==> src/rtl/dab_pwm_gen.sv <==
// Phase-shifted full-bridge PWM generator for a dual active bridge.
// Shared master count, per-channel phase/width and per-leg deadtime.
module dab_pwm_gen #(
    parameter int N_CH  = 2,
    parameter int CNT_W = 19,
    parameter int DT_W  = 8
) (
    input  logic                  clk,
    input  logic                  rst_n,
    input  logic                  en,
    input  logic                  sync,
    input  logic                  cfg_valid,
    output logic                  cfg_ready,
    input  logic [CNT_W-1:0]      half_per,
    input  logic [N_CH*CNT_W-1:0] tau,
    input  logic [N_CH*CNT_W-1:0] phi,
    input  logic [DT_W-1:0]       deadtime,
    output logic                  cfg_err,
    output logic [N_CH*2-1:0]     v,
    output logic [N_CH*4-1:0]     gate,
    output logic                  trigger,
    output logic                  per_start
);
    localparam int CW = CNT_W + 1;
    localparam int NL = 2 * N_CH;

    localparam logic [1:0] S_IDLE  = 2'd0;
    localparam logic [1:0] S_ARMED = 2'd1;
    localparam logic [1:0] S_RUN   = 2'd2;

    logic [1:0]            state;
    logic [CW-1:0]         cnt;
    logic                  loaded;
    logic                  pend;
    logic                  fresh;
    logic [CNT_W-1:0]      h_act;
    logic [CNT_W-1:0]      h_pnd;
    logic [N_CH*CNT_W-1:0] tau_act;
    logic [N_CH*CNT_W-1:0] tau_pnd;
    logic [N_CH*CNT_W-1:0] phi_act;
    logic [N_CH*CNT_W-1:0] phi_pnd;
    logic [DT_W-1:0]       dt_act;
    logic [DT_W-1:0]       dt_pnd;
    logic [CW-1:0]         two_h;
    logic [CW-1:0]         h_w;
    logic [CW-1:0]         ph_w [N_CH];
    logic [CW-1:0]         tw_w [N_CH];
    logic [CW-1:0]         lc [N_CH];
    logic [NL-1:0]         req;
    logic [NL-1:0]         req_q;
    logic [DT_W-1:0]       run_q [NL];
    logic [DT_W-1:0]       run_len [NL];
    logic [N_CH*2-1:0]     v_nxt;
    logic [N_CH*4-1:0]     g_nxt;
    logic                  cfg_ok;
    logic                  run;
    logic                  wrap;
    logic                  accept;
    logic                  apply;

    assign two_h     = {h_act, 1'b0};
    assign h_w       = {1'b0, h_act};
    assign run       = (state == S_RUN);
    assign wrap      = run && (cnt == two_h - CW'(1));
    assign cfg_ready = !pend;
    assign accept    = cfg_valid && !pend && cfg_ok;
    assign apply     = pend && (!run || wrap);

    always_comb begin
        cfg_ok = (half_per >= CNT_W'(2));
        for (int c = 0; c < N_CH; c++) begin
            if (tau[c*CNT_W +: CNT_W] > half_per)
                cfg_ok = 1'b0;
            if ({1'b0, phi[c*CNT_W +: CNT_W]} >= {half_per, 1'b0})
                cfg_ok = 1'b0;
        end
    end

    // lc wraps modulo 2H with a compare instead of a divider
    for (genvar c = 0; c < N_CH; c++) begin : g_ch
        assign ph_w[c] = {1'b0, phi_act[c*CNT_W +: CNT_W]};
        assign tw_w[c] = {1'b0, tau_act[c*CNT_W +: CNT_W]};
        assign lc[c] = (cnt >= ph_w[c]) ? cnt - ph_w[c]
                                        : cnt + two_h - ph_w[c];
        assign req[2*c] = (lc[c] >= h_w - tw_w[c]) &&
                          (lc[c] < two_h - tw_w[c]);
        assign req[2*c+1] = (lc[c] >= h_w);
        assign v_nxt[2*c +: 2] = {req[2*c+1] & ~req[2*c],
                                  req[2*c] ^ req[2*c+1]};
    end

    // run_len counts prior cycles the leg request has held steady
    always_comb begin
        g_nxt = '0;
        for (int l = 0; l < NL; l++) begin
            if (fresh || (req[l] != req_q[l]))
                run_len[l] = '0;
            else if (&run_q[l])
                run_len[l] = run_q[l];
            else
                run_len[l] = run_q[l] + DT_W'(1);
            g_nxt[2*l]   = req[l] && (run_len[l] >= dt_act);
            g_nxt[2*l+1] = !req[l] && (run_len[l] >= dt_act);
        end
    end

    always_ff @(posedge clk) begin
        if (!rst_n) begin
            state     <= S_IDLE;
            cnt       <= '0;
            loaded    <= 1'b0;
            pend      <= 1'b0;
            fresh     <= 1'b1;
            h_act     <= '0;
            h_pnd     <= '0;
            tau_act   <= '0;
            tau_pnd   <= '0;
            phi_act   <= '0;
            phi_pnd   <= '0;
            dt_act    <= '0;
            dt_pnd    <= '0;
            req_q     <= '0;
            v         <= '0;
            gate      <= '0;
            trigger   <= 1'b0;
            per_start <= 1'b0;
            cfg_err   <= 1'b0;
            for (int l = 0; l < NL; l++)
                run_q[l] <= '0;
        end else begin
            cfg_err <= cfg_valid && !pend && !cfg_ok;
            if (accept) begin
                pend    <= 1'b1;
                h_pnd   <= half_per;
                tau_pnd <= tau;
                phi_pnd <= phi;
                dt_pnd  <= deadtime;
            end else if (apply) begin
                pend    <= 1'b0;
                loaded  <= 1'b1;
                h_act   <= h_pnd;
                tau_act <= tau_pnd;
                phi_act <= phi_pnd;
                dt_act  <= dt_pnd;
            end

            if (!en) begin
                state <= S_IDLE;
                cnt   <= '0;
            end else begin
                case (state)
                    S_IDLE:  if (loaded) state <= S_ARMED;
                    S_ARMED: if (sync) state <= S_RUN;
                    S_RUN:   cnt <= wrap ? '0 : cnt + CW'(1);
                    default: state <= S_IDLE;
                endcase
            end

            fresh <= !run;
            req_q <= req;
            run_q <= run_len;

            if (run) begin
                v         <= v_nxt;
                gate      <= g_nxt;
                trigger   <= (cnt < h_w);
                per_start <= (cnt == '0);
            end else begin
                v         <= '0;
                gate      <= '0;
                trigger   <= 1'b0;
                per_start <= 1'b0;
            end
        end
    end
endmodule

==> config.mk <==
export PLATFORM = sky130hd
export DESIGN_NAME = dab_pwm_gen
export DESIGN_NICKNAME = d
export VERILOG_FILES = /design/src/rtl/dab_pwm_gen.sv
export SDC_FILE = /design/constraint.sdc
export NUM_CORES = 1
export LEC_CHECK = 0
export BUFFER_PORTS_ARGS = -buffer_cell sky130_fd_sc_hd__buf_2
export CELL_PAD_IN_SITES_DETAIL_PLACEMENT = 0
export CELL_PAD_IN_SITES_GLOBAL_PLACEMENT = 2
export CORE_ASPECT_RATIO = 0.7
export CORE_MARGIN = 3
export CORE_UTILIZATION = 30
export DETAILED_ROUTE_END_ITERATION = 8
export PLACE_DENSITY = 0.63
export REMOVE_ABC_BUFFERS = 1
export SKIP_CTS_REPAIR_TIMING = 1
export SLEW_MARGIN = 25
export SYNTH_ARGS = -nofsm -noshare
export SYNTH_HDL_FRONTEND = slang
export SYNTH_SLANG_ARGS = --single-unit
==> constraint.sdc <==
create_clock -name clk -period 17.3 [get_ports clk]
set_input_delay 1.73 -clock clk [delete_from_list [all_inputs] [get_ports clk]]
set_output_delay 1.73 -clock clk [all_outputs]
set_load 0.01 [all_outputs]
; Word-level counts from Yosys, hierarchy flattened
; Index checks and enable logic that the tools add are counted.
[word_totals]
inputBits = 108
wordCells = 131
output_inout_bits = 16
reg_bits = 282
[classes]
addsub = 15
n_eq_ne = 9
n_reduce_logical = 38
bitwise = 8
n_mux = 20
order_cmp = 18
[op_table]
columns = operator, count
row1 = $sub 20x19->20, 6
row2 = $ge 20x19->1, 4
row3 = $mux 8, 8
row4 = $mux 20, 3
row5 = $ge 19x20->1, 2
row6 = $ge 20x20->1, 2
row7 = $lt 20x20->1, 2
row8 = $sub 19x19->20, 2
row9 = $gt 19x19->1, 2
row10 = $add 8x1->8 const B, 4
row11 = $ge 8x8->1, 4
row12 = $reduce_and 8->1, 4
row13 = $add 20x1->20 const B, 1
row14 = $add 20x20->20, 1
row15 = $eq 20x20->1, 1
row16 = $logic_not 20->1, 1
row17 = $lt 20x19->1, 1
row18 = $sub 20x1->20 const B, 1
row19 = $ge 19x2->1 const B, 1
row20 = $logic_and 1x1->1, 15
row21 = $logic_not 1->1, 7
row22 = $mux 1, 6
row23 = $pmux 2 s3, 1
row24 = $reduce_and 2->1, 3
row25 = 12 further kinds, 26

; Logic depth before layout (Yosys ltp)
; Gate-level depths: netlist (run 1).
[logic_depth]
ltp_word = 10
mapped_depth = 38
mapped_depth_nobuf = 38

; Worst setup path before layout (run 1)
; Ideal clock, no wire load.
[synth_path]
path_kind = register to register
startpoint = register cnt[1]
endpoint = register gate[0]
setup_slack_ps = 9768
setup_time_ps = 130
n_path_buf = 1
required_ps = 17170
synth_period_minus_slack_ps = 7532
t_arrival_ps = 7402
path_stages_with_launch = 37
path_cell_list = dfxtp_1 ha_1 fa_1 a211oi_1 o21bai_1 a21oi_1 xnor2_1 ha_1 and3_1 a221o_1 a31o_2 o21ai_0 o21bai_1 xor2_1 nand2_1 o21ai_0 ha_1 a2111oi_0 o21ai_0 nor4b_1 o21bai_1 nor4_1 a2111oi_2 o211ai_2 nand3_1 buf_2 a211oi_1 ha_1 a21o_1 a21o_1 a21o_1 a21oi_1 nor2b_1 o21ai_0 nand2b_1 a21oi_1 nor3b_1
[synth_lines]
columns = element, line_no
row1 = from (decl), 32  ; logic [CW-1:0] cnt;
row2 = from (signal assigned), 154  ; S_RUN: cnt <= wrap ? '0 : cnt + CW'(1);
row3 = to (signal assigned), 165  ; gate <= g_nxt;
row4 = to (decl), 20  ; output logic [N_CH*4-1:0] gate,

; Worst setup path after layout (run 1)
[layout_path]
startpoint = register cnt[1]
endpoint = register gate[4]
[layout_via]
elab_chain_cells = 10
word_cells_on_any_way = 13
cone_classes = 3 x add/sub / 4 x order compare / 1 x eq/ne / 2 x mux / 3 x reduce/logical
[layout_rtl]
columns = element, line_no
row1 = $add 20x20->20, 84  ; : cnt + two_h - ph_w[c];
row2 = $sub 20x19->20, 84
row3 = $mux 20 *, 83  ; assign lc[c] = (cnt >= ph_w[c]) ? cnt - ph_w[c]
row4 = $ge 20x20->1 or $lt 20x20->1 (tied branches), "85, 86"
row5 = $logic_and 1x1->1 *, 85  ; assign req[2*c] = (lc[c] >= h_w - tw_w[c]) &&
row6 = $ne 1x1->1, 96  ; if (fresh || (req[l] != req_q[l]))
row7 = $logic_or 1x1->1, 96
row8 = $mux 8, 96
row9 = $ge 8x8->1, 102  ; g_nxt[2*l] = req[l] && (run_len[l] >= dt_act);
row10 = $logic_and 1x1->1 *, 102
; Every way passes the cells marked *; elsewhere a longest branch is shown, timed or not.
; A chain may end at the register's enable or synchronous reset.

==> impl_metrics.env, run 1 <==
export IMPL_fin_setup_tns_ns=0
export IMPL_synth_area_mux_share=0.0965
export IMPL_layout_drive_gt1_share=0.0925
export IMPL_period_minus_slack_ns=9.20
export IMPL_clkLatencyLatePin_ns=0.59
export IMPL_crit_path_end_kind="flip-flop"
export IMPL_synth_cell_area_mm2=0.0256
export IMPL_io_buffer_count=123
export IMPL_globalRouteTotalUtil=0.209
export IMPL_wl_per_cell_um=22.1
export IMPL_first_iter_violations=1443
export IMPL_maxSlewViolCount=0
export IMPL_yosysTopAreaCell="dfxtp_1"
export IMPL_cts_made_buffers=36
export IMPL_grt_overflow=0
export IMPL_status="completed"
export IMPL_period_share=0.532
export IMPL_synth_seq_area_share=0.221
export IMPL_fin_util=0.346
export IMPL_tightestPinTransition_ns=1.02
export IMPL_whs_ns=0.454
export IMPL_worstPathRequired_ns=17.74
export IMPL_dr_total_vias=22300
export IMPL_grt_pass1_vias=22100
export IMPL_synth_edff_count=0
export IMPL_grt_max_degree=102
export IMPL_die_y_um=250
export IMPL_cts_root_buffer="clkbuf_16"
export IMPL_slowest_delay_ns=0.82
export IMPL_power_density_mw_per_mm2=70.3
export IMPL_die_area_mm2=0.0889
export IMPL_fin_nets=3659
export IMPL_ctsHtreeMaxLevel=2
export IMPL_clock_path_buffers=3
export IMPL_slowest_stage="nor3_2"
export IMPL_final_seq_area_mm2=0.00565
export IMPL_synth_area_leaders="dfxtp_1 (22%), ha_1 (20%), mux2i_1 (9.3%)"
export IMPL_viasPerCell=5.20
export IMPL_ios=124
export IMPL_clk_pin_slew_ns=0.06
export IMPL_die_x_um=355
export IMPL_netlist_area_leader_share=0.221
export IMPL_multiInputGateArea_mm2=0.0189
export IMPL_start_util=0.307
export IMPL_setup_viol=0
export IMPL_dr_pass1_iters=5
export IMPL_start_kind="flip-flop"
export IMPL_crit_arrival_ns=9.63
export IMPL_globalplace_congestion=0.862
export IMPL_synth_warnings=0
export IMPL_synth_xor_area_frac=0.0657
export IMPL_relSlewSlack=0.314
export IMPL_finClkSkew_ns=0.0356
export IMPL_rsz0062_at_grt="false"
export IMPL_final_cell_mix="ha_1 (413), dfxtp_1 (282), nor2b_1 (245)"
export IMPL_wl_um=94600
export IMPL_p_leak_nw=12.0
export IMPL_route_detailed_drc=0
export IMPL_core_mm2=0.0835
export IMPL_max_vdd_ir_drop_mv=0.0524
export IMPL_synthAdderAreaFrac=0.209
export IMPL_synth_simple_area_share=0.192
export IMPL_fmax_ghz=0.109
export IMPL_layout_commonest_cell="ha_1"
export IMPL_fill_cells=8724
export IMPL_antenna_found_initial=3
export IMPL_synth_cells=3000
export IMPL_dp_hpwl_um=78400
export IMPL_grt_pass1_wl_um=140000
export IMPL_postRouteAntennaNets=0
export IMPL_finalHoldViolCount=0
export IMPL_cp_common_cell="a21oi_1"
export IMPL_hp_class="flip-flop to flip-flop"
export IMPL_num_rows=88
export IMPL_synth_top_family_by_area="adder cells"
export IMPL_syn_to_final_growth_pct=12.8
export IMPL_synth_compound_area_frac=0.176
export IMPL_synth_async_reset_ratio=0
export IMPL_ys_seq_elements=282
export IMPL_yosys_cell_types_count=75
export IMPL_drv_cap=0
export IMPL_cts_tree="yes"
export IMPL_synth_main_ff_cell="dfxtp_1"
export IMPL_path_class="flip-flop to flip-flop"
export IMPL_avgSynthCellArea_um2=8.53
export IMPL_worstPathMaxFanout=15
export IMPL_clock_sinks=282
cell families after synthesis:
group                    after synthesis
multiplexers                         246
AND/OR/NAND/NOR                      907
AO/OA/AOI/OAI                        689
XOR/XNOR                             192
flip-flops                           282
adder cells (fa/ha/maj)              422
buffers and inverters                262
worst paths after layout:
| path | depth (start not counted) | slack (ns) | to | from |
|---|---|---|---|---|
| worst max-delay path | 36 | 8.10 | gate[4] | cnt[1] |
| worst min-delay path | 1 | 0.45 | cfg_err | pend |
| worst max register to register | 36 | 8.10 | gate[4] | cnt[1] |
| worst min register to register | 1 | 0.45 | cfg_err | pend |
cells in the mapped netlist, types with 17 or more instances:
| cell | n |
|---|---|
| o21ai_0 | 139 |
| dfxtp_1 | 282 |
| ha_1 | 413 |
| or2_2 | 33 |
| nand3_1 | 56 |
| nand2_1 | 128 |
| o21a_1 | 27 |
| nor2b_1 | 245 |
| or3_1 | 27 |
| a21oi_1 | 176 |
| o21bai_1 | 17 |
| xnor2_1 | 101 |
| o31ai_1 | 28 |
| buf_2 | 22 |
| nor2_1 | 172 |
| clkbuf_1 | 50 |
| inv_1 | 178 |
| xor2_1 | 91 |
| nand2b_1 | 54 |
| mux2i_1 | 239 |
| a31oi_1 | 18 |
| nor4_1 | 17 |
| a21o_1 | 128 |
| a211oi_1 | 39 |
| a211o_1 | 23 |
| nand4_1 | 48 |
| nor3_1 | 45 |
| and3_1 | 32 |
flip-flops by register name, indices dropped and copies added, names as in the netlist, 2 cells and up:
register	count
state	2
req_q	4
phi_act	38
run_q	32
tau_pnd	38
h_act	19
gate	8
dt_act	8
tau_act	38
v	4
h_pnd	19
phi_pnd	38
dt_pnd	8
cnt	20
through the flow:
| stage | total power [mW] | cells | cell area, µm² | worst slack [ns] |
|---|---|---|---|---|
| 6_report | 2.03 | 4286 | 28900 | 8.10 |
| 5_1_grt | 2.15 | 4282 | 28900 | 7.38 |
| 4_1_cts | 2.06 | 4282 | 28900 | 8.04 |
| 3_5_place_dp | 1.27 | 4216 | 27700 | 8.04 |
| 3_3_place_gp | 1.26 | 4216 | 27700 | 8.12 |
| 2_1_floorplan | 1.09 | 2916 | 25200 | 7.23 |
worst max-delay path: cells and delay by family (launching register included):
family                   cells  cell delay (ns)
flip-flops                   1             0.46
AO/OA/AOI/OAI               18             4.31
AND/OR/NAND/NOR             10             2.31
buffers and inverters        1             0.19
XOR/XNOR                     2             0.33
adder cells (fa/ha/maj)      5             1.45
layer usage:
metal	global-route usage	vias up	routed length (µm)
met5	0	-	0
met4	0.0449	0	1960
met3	0.0287	92	4720
met2	0.289	466	36100
met1	0.332	10600	51800
li1	-	11100	-
power by group:
part           switching (mW)  total, mW  internal [mW]
clock network           0.332      0.777          0.446
registers              0.0168      0.685          0.668
logic                   0.344      0.569          0.226
layout make-up:
type | count | share of cell area
Antenna cell | 4 | 0.000347
Clock buffer | 46 | 0.0346
Clock inverter | 20 | 0.00728
Inverter | 178 | 0.0231
Multi-Input combinational cell | 2456 | 0.655
Sequential cell | 282 | 0.195
Tap cell | 1125 | 0.0487
Timing Repair Buffer | 175 | 0.0350
Power figures use the tool's default switching activity.
==> inputs of run 2 (changes only) <==
Clock period 17.3 ns to 9 ns, I/O delays scaled along.
==> run 2 against run 1 <==
- clock skew decreased by 0.015 ns
- first-iteration DRC count grew 17%
- final cell count rose by 0.35%
- highest routed layer is now met5
==> impl_metrics.env, run 2 (synthesis gave the netlist of run 1 again) <==
export IMPL_finalHoldViolCount=0
export IMPL_start_util=0.307
export IMPL_fin_setup_tns_ns=0
export IMPL_layout_drive_gt1_share=0.0970
export IMPL_crit_arrival_ns=8.78
export IMPL_cts_made_buffers=35
export IMPL_grt_max_degree=111
export IMPL_route_detailed_drc=0
export IMPL_io_buffer_count=123
export IMPL_die_y_um=250
export IMPL_grt_pass1_vias=22000
export IMPL_period_minus_slack_ns=8.37
export IMPL_dp_hpwl_um=80000
export IMPL_start_kind="flip-flop"
export IMPL_dr_total_vias=22500
export IMPL_fin_nets=3680
export IMPL_stdcell_area_mm2=0.0290
export IMPL_clock_path_buffers=3
export IMPL_core_mm2=0.0835
export IMPL_layout_commonest_cell="ha_1"
export IMPL_p_leak_nw=12.1
export IMPL_hp_class="flip-flop to flip-flop"
export IMPL_first_iter_violations=1692
export IMPL_num_rows=88
export IMPL_placed_area_mm2=0.0279
export IMPL_postRouteAntennaNets=0
export IMPL_path_class="flip-flop to flip-flop"
export IMPL_die_area_mm2=0.0889
export IMPL_wl_um=96500
export IMPL_slowest_delay_ns=0.44
export IMPL_antenna_found_initial=8
export IMPL_power_density_mw_per_mm2=135
export IMPL_rsz0062_at_grt="false"
export IMPL_fin_ws_ns=0.635
export IMPL_die_x_um=355
export IMPL_clkLatencyLatePin_ns=0.57
export IMPL_final_cell_mix="ha_1 (413), dfxtp_1 (282), nor2b_1 (245)"
export IMPL_status="completed"
export IMPL_viasPerCell=5.23
export IMPL_wl_per_cell_um=22.4
export IMPL_drv_cap=0
export IMPL_grt_pass1_wl_um=141000
export IMPL_pre_cts_ws_ns=0.291
export IMPL_max_vdd_ir_drop_mv=0.0967
export IMPL_setup_viol=0
export IMPL_dr_pass1_iters=7
export IMPL_tightestPinTransition_ns=1.06
export IMPL_fmax_ghz=0.120
export IMPL_ios=124
export IMPL_cts_root_buffer="clkbuf_16"
export IMPL_globalplace_congestion=0.883
export IMPL_clk_pin_slew_ns=0.06
export IMPL_clock_sinks=282
export IMPL_period_share=0.929
export IMPL_relSlewSlack=0.288
export IMPL_worstPathRequired_ns=9.41
export IMPL_slowest_stage="fa_1"
export IMPL_maxSlewViolCount=0
export IMPL_grt_overflow=0
export IMPL_finClkSkew_ns=0.0211
export IMPL_ctsHtreeMaxLevel=2
export IMPL_globalRouteTotalUtil=0.211
export IMPL_crit_path_end_kind="flip-flop"
export IMPL_syn_to_final_growth_pct=13.4
export IMPL_cts_tree="yes"
export IMPL_worstPathMaxFanout=14
[run 2: cell types whose count changed in the layout (fill, tap and decap cells not counted), moves of 3 or more]
cell,before,now
buf_4,52,71
clkinv_2,9,3
clkbuf_8,4,8
buf_12,0,3
clkbuf_1,5,8
[run 2: worst max-delay path, delay by kind of cell (launching register included)]
family | cells | cell delay, ns
AOI/OAI and AO/OA | 21 | 4.52
xor gates and xnor gates | 2 | 0.42
adders and majority gates | 5 | 1.70
buffers and inverters | 1 | 0.19
DFF | 1 | 0.31
and+or+nand+nor | 7 | 1.07
[run 2: cell type report]
class	count	area, µm²
Fill cell	8638	54400
Multi-Input combinational cell	2456	18900
Sequential cell	282	5650
Tap cell	1125	1410
Timing Repair Buffer	197	1210
Clock buffer	51	1020
Inverter	178	668
Clock inverter	10	131
Antenna cell	2	5.00
[run 2: layer usage]
| metal | track usage | vias up | wire length, µm |
|---|---|---|---|
| li1 | - | 11100 | - |
| met1 | 0.337 | 10800 | 53100 |
| met2 | 0.292 | 462 | 36700 |
| met3 | 0.0309 | 86 | 4940 |
| met4 | 0.0454 | 2 | 1820 |
| met5 | 0 | - | 11 |
[run 2: final timing paths]
kind	slack (ns)	cells after the start	to	from
max	0.63	36	gate[0]	cnt[1]
min	0.46	1	cfg_err	pend
max reg2reg	0.63	36	gate[0]	cnt[1]
min reg2reg	0.46	1	cfg_err	pend
[run 2: stage by stage]
| stage | utilization | power (mW) | hold WS, ns | cells |
|---|---|---|---|---|
| floorplan | - | 2.10 | 0.420 | 2916 |
| global placement | 0.334 | 2.45 | 0.447 | 4238 |
| detailed placement | 0.334 | 2.47 | 0.449 | 4238 |
| CTS | 0.348 | 3.96 | 0.470 | 4299 |
| global route | 0.348 | 4.13 | 0.485 | 4299 |
| finish | 0.348 | 3.91 | 0.464 | 4301 |
[run 2: power by group]
part / switching (mW) / total (mW) / leakage (nW) / internal [mW]
logic: 0.668 / 1.14 / 9.27 / 0.470
registers: 0.0349 / 1.32 / 2.28 / 1.28
clock network: 0.608 / 1.45 / 0.556 / 0.844
==> inputs of run 3 (changes only) <==
Settings changed: CAP_MARGIN from default to 20, CORE_UTILIZATION 30 to 39, PLACE_DENSITY 0.63 to 0.79.
==> run 3 against run 2 <==
- power is 1.1% lower
- critical path depth decreased by 3
- cell area fell by 2.1%
- die area shrank 23%
- clock power about the same
- largest cell class unchanged
- combinational power barely moved
- highest routed layer is now met4
- wire length fell by 5.6%
- sequential power about the same
==> impl_metrics.env, run 3 (synthesis gave the netlist of run 1 again) <==
export IMPL_cts_tree="yes"
export IMPL_switching_power_mw=1.29
export IMPL_grt_pass1_vias=21600
export IMPL_clk_pin_slew_ns=0.06
export IMPL_fin_ws_ns=0.489
export IMPL_layout_drive_gt1_share=0.0878
export IMPL_core_mm2=0.0641
export IMPL_power_density_mw_per_mm2=136
export IMPL_setup_viol=0
export IMPL_path_class="flip-flop to flip-flop"
export IMPL_dr_wl_met2_um=33800
export IMPL_globalRouteTotalUtil=0.258
export IMPL_dp_hpwl_um=75100
export IMPL_antenna_found_initial=0
export IMPL_dr_pass1_iters=5
export IMPL_clkLatencyLatePin_ns=0.65
export IMPL_fill_cells=6286
export IMPL_cts_made_buffers=31
export IMPL_pwr_share_seq=0.341
export IMPL_power_frac_clock=0.371
export IMPL_fin_cells=4000
export IMPL_final_cell_mix="ha_1 (413), dfxtp_1 (281), nor2b_1 (245)"
export IMPL_dp_cells=3945
export IMPL_cts_root_buffer="clkbuf_16"
export IMPL_grt_pass1_wl_um=135000
export IMPL_layout_commonest_cell="ha_1"
export IMPL_globalplace_congestion=0.935
export IMPL_dr_total_vias=22700
export IMPL_top_layer_used="met4"
export IMPL_wl_per_cell_um=22.8
export IMPL_slowest_stage="a2111oi_1"
export IMPL_syn_to_final_growth_pct=11.0
export IMPL_grt_max_degree=165
export IMPL_antenna_cells=0
export IMPL_period_minus_slack_ns=8.51
export IMPL_hp_class="flip-flop to flip-flop"
export IMPL_internal_power_mw=2.58
export IMPL_io_buffer_count=123
export IMPL_postRouteAntennaNets=0
export IMPL_die_area_mm2=0.0688
export IMPL_max_vdd_ir_drop_mv=0.168
export IMPL_whs_path_depth=1
export IMPL_finClkSkew_ns=0.0339
export IMPL_total_power_mw=3.86
export IMPL_fin_util=0.444
export IMPL_relSlewSlack=0.124
export IMPL_worstPathMaxFanout=36
export IMPL_status="completed"
export IMPL_start_util=0.399
export IMPL_crit_arrival_ns=9.00
export IMPL_route_detailed_drc=0
export IMPL_clock_sinks=282
export IMPL_viasPerCell=5.66
export IMPL_fmax_ghz=0.117
export IMPL_start_kind="flip-flop"
export IMPL_drv_cap=0
export IMPL_slowest_delay_ns=0.71
export IMPL_crit_path_end_kind="flip-flop"
export IMPL_fin_setup_tns_ns=0
export IMPL_drt_met1_wl_um=49000
export IMPL_p_leak_nw=11.9
export IMPL_min_to="loaded"
export IMPL_first_iter_violations=1935
export IMPL_wl_met3_um=6770
export IMPL_r2r_start="cnt[0]"
export IMPL_placed_area_mm2=0.0273
export IMPL_die_y_um=220
export IMPL_hp_start="loaded"
export IMPL_whs_ns=0.464
export IMPL_ios=124
export IMPL_wl_um=91100
export IMPL_finalHoldViolCount=0
export IMPL_clock_path_buffers=3
export IMPL_tightestPinTransition_ns=1.31
export IMPL_swShare=0.333
export IMPL_period_share=0.946
export IMPL_reg2reg_to="gate[0]"
export IMPL_r2r_slack_ns=0.49
export IMPL_combPwrFrac=0.288
export IMPL_maxSlewViolCount=0
export IMPL_pre_cts_ws_ns=0.172
export IMPL_stdcell_area_mm2=0.0284
export IMPL_die_x_um=312
export IMPL_worstPathRequired_ns=9.49
export IMPL_fin_nets=3639
export IMPL_ctsHtreeMaxLevel=1
export IMPL_num_rows=77
export IMPL_grt_overflow=0
export IMPL_rr_worst_depth=33
==> run 3: cell types whose count changed in the layout (fill, tap and decap cells not counted), moves of 2 or more <==
cell,before,now
clkinv_8,2,0
diode_2,2,0
clkbuf_16,35,31
clkbuf_1,8,2
nand2_2,0,2
bufinv_16,2,5
nand2_1,128,126
buf_4,71,34
==> run 3: worst max-delay path by stage <==
stage	start	endpoint	slack, ns
2_1_floorplan	h_act[1]	dt_act[0]	-1.07
3_3_place_gp	cnt[0]	gate[4]	0.33
3_5_place_dp	cnt[0]	gate[4]	0.17
4_1_cts	cnt[0]	gate[4]	0.12
5_1_grt	cnt[0]	gate[0]	-0.06
6_report	cnt[0]	gate[0]	0.49
==> run 3: area by class of cell <==
cell class	instances	area, µm²	area share
clock buffers	42	907	0.0319
clock inverters	13	216	0.00762
inverters	178	668	0.0235
multi-input cells	2456	19000	0.667
flip-flops and latches	282	5650	0.199
well taps	869	1090	0.0383
repair buffers	160	937	0.0330
==> run 3: critical path, delay by kind of cell (launching register included) <==
kind	cells	cell delay (ns)
flops	1	0.36
simple gates	7	0.98
buf+inv	3	0.64
compound gates	19	5.13
fa+ha+maj	4	1.22
==> run 3: per-layer routing <==
layer | vias up | track usage
met5 | - | 0
met4 | 0 | 0.0423
met1 | 10900 | 0.418
met2 | 659 | 0.349
met3 | 69 | 0.0443
li1 | 11000 | -
==> run 3: power by group through the flow <==
stage                     Combinational (mW)  Sequential, mW  Clock (mW)
after floorplan                        0.766            1.33           0
after global placement                  1.06            1.34           0
after detailed placement                1.09            1.34           0
after CTS                               1.09            1.32        1.47
after global routing                    1.21            1.32        1.52
final                                   1.11            1.32        1.43
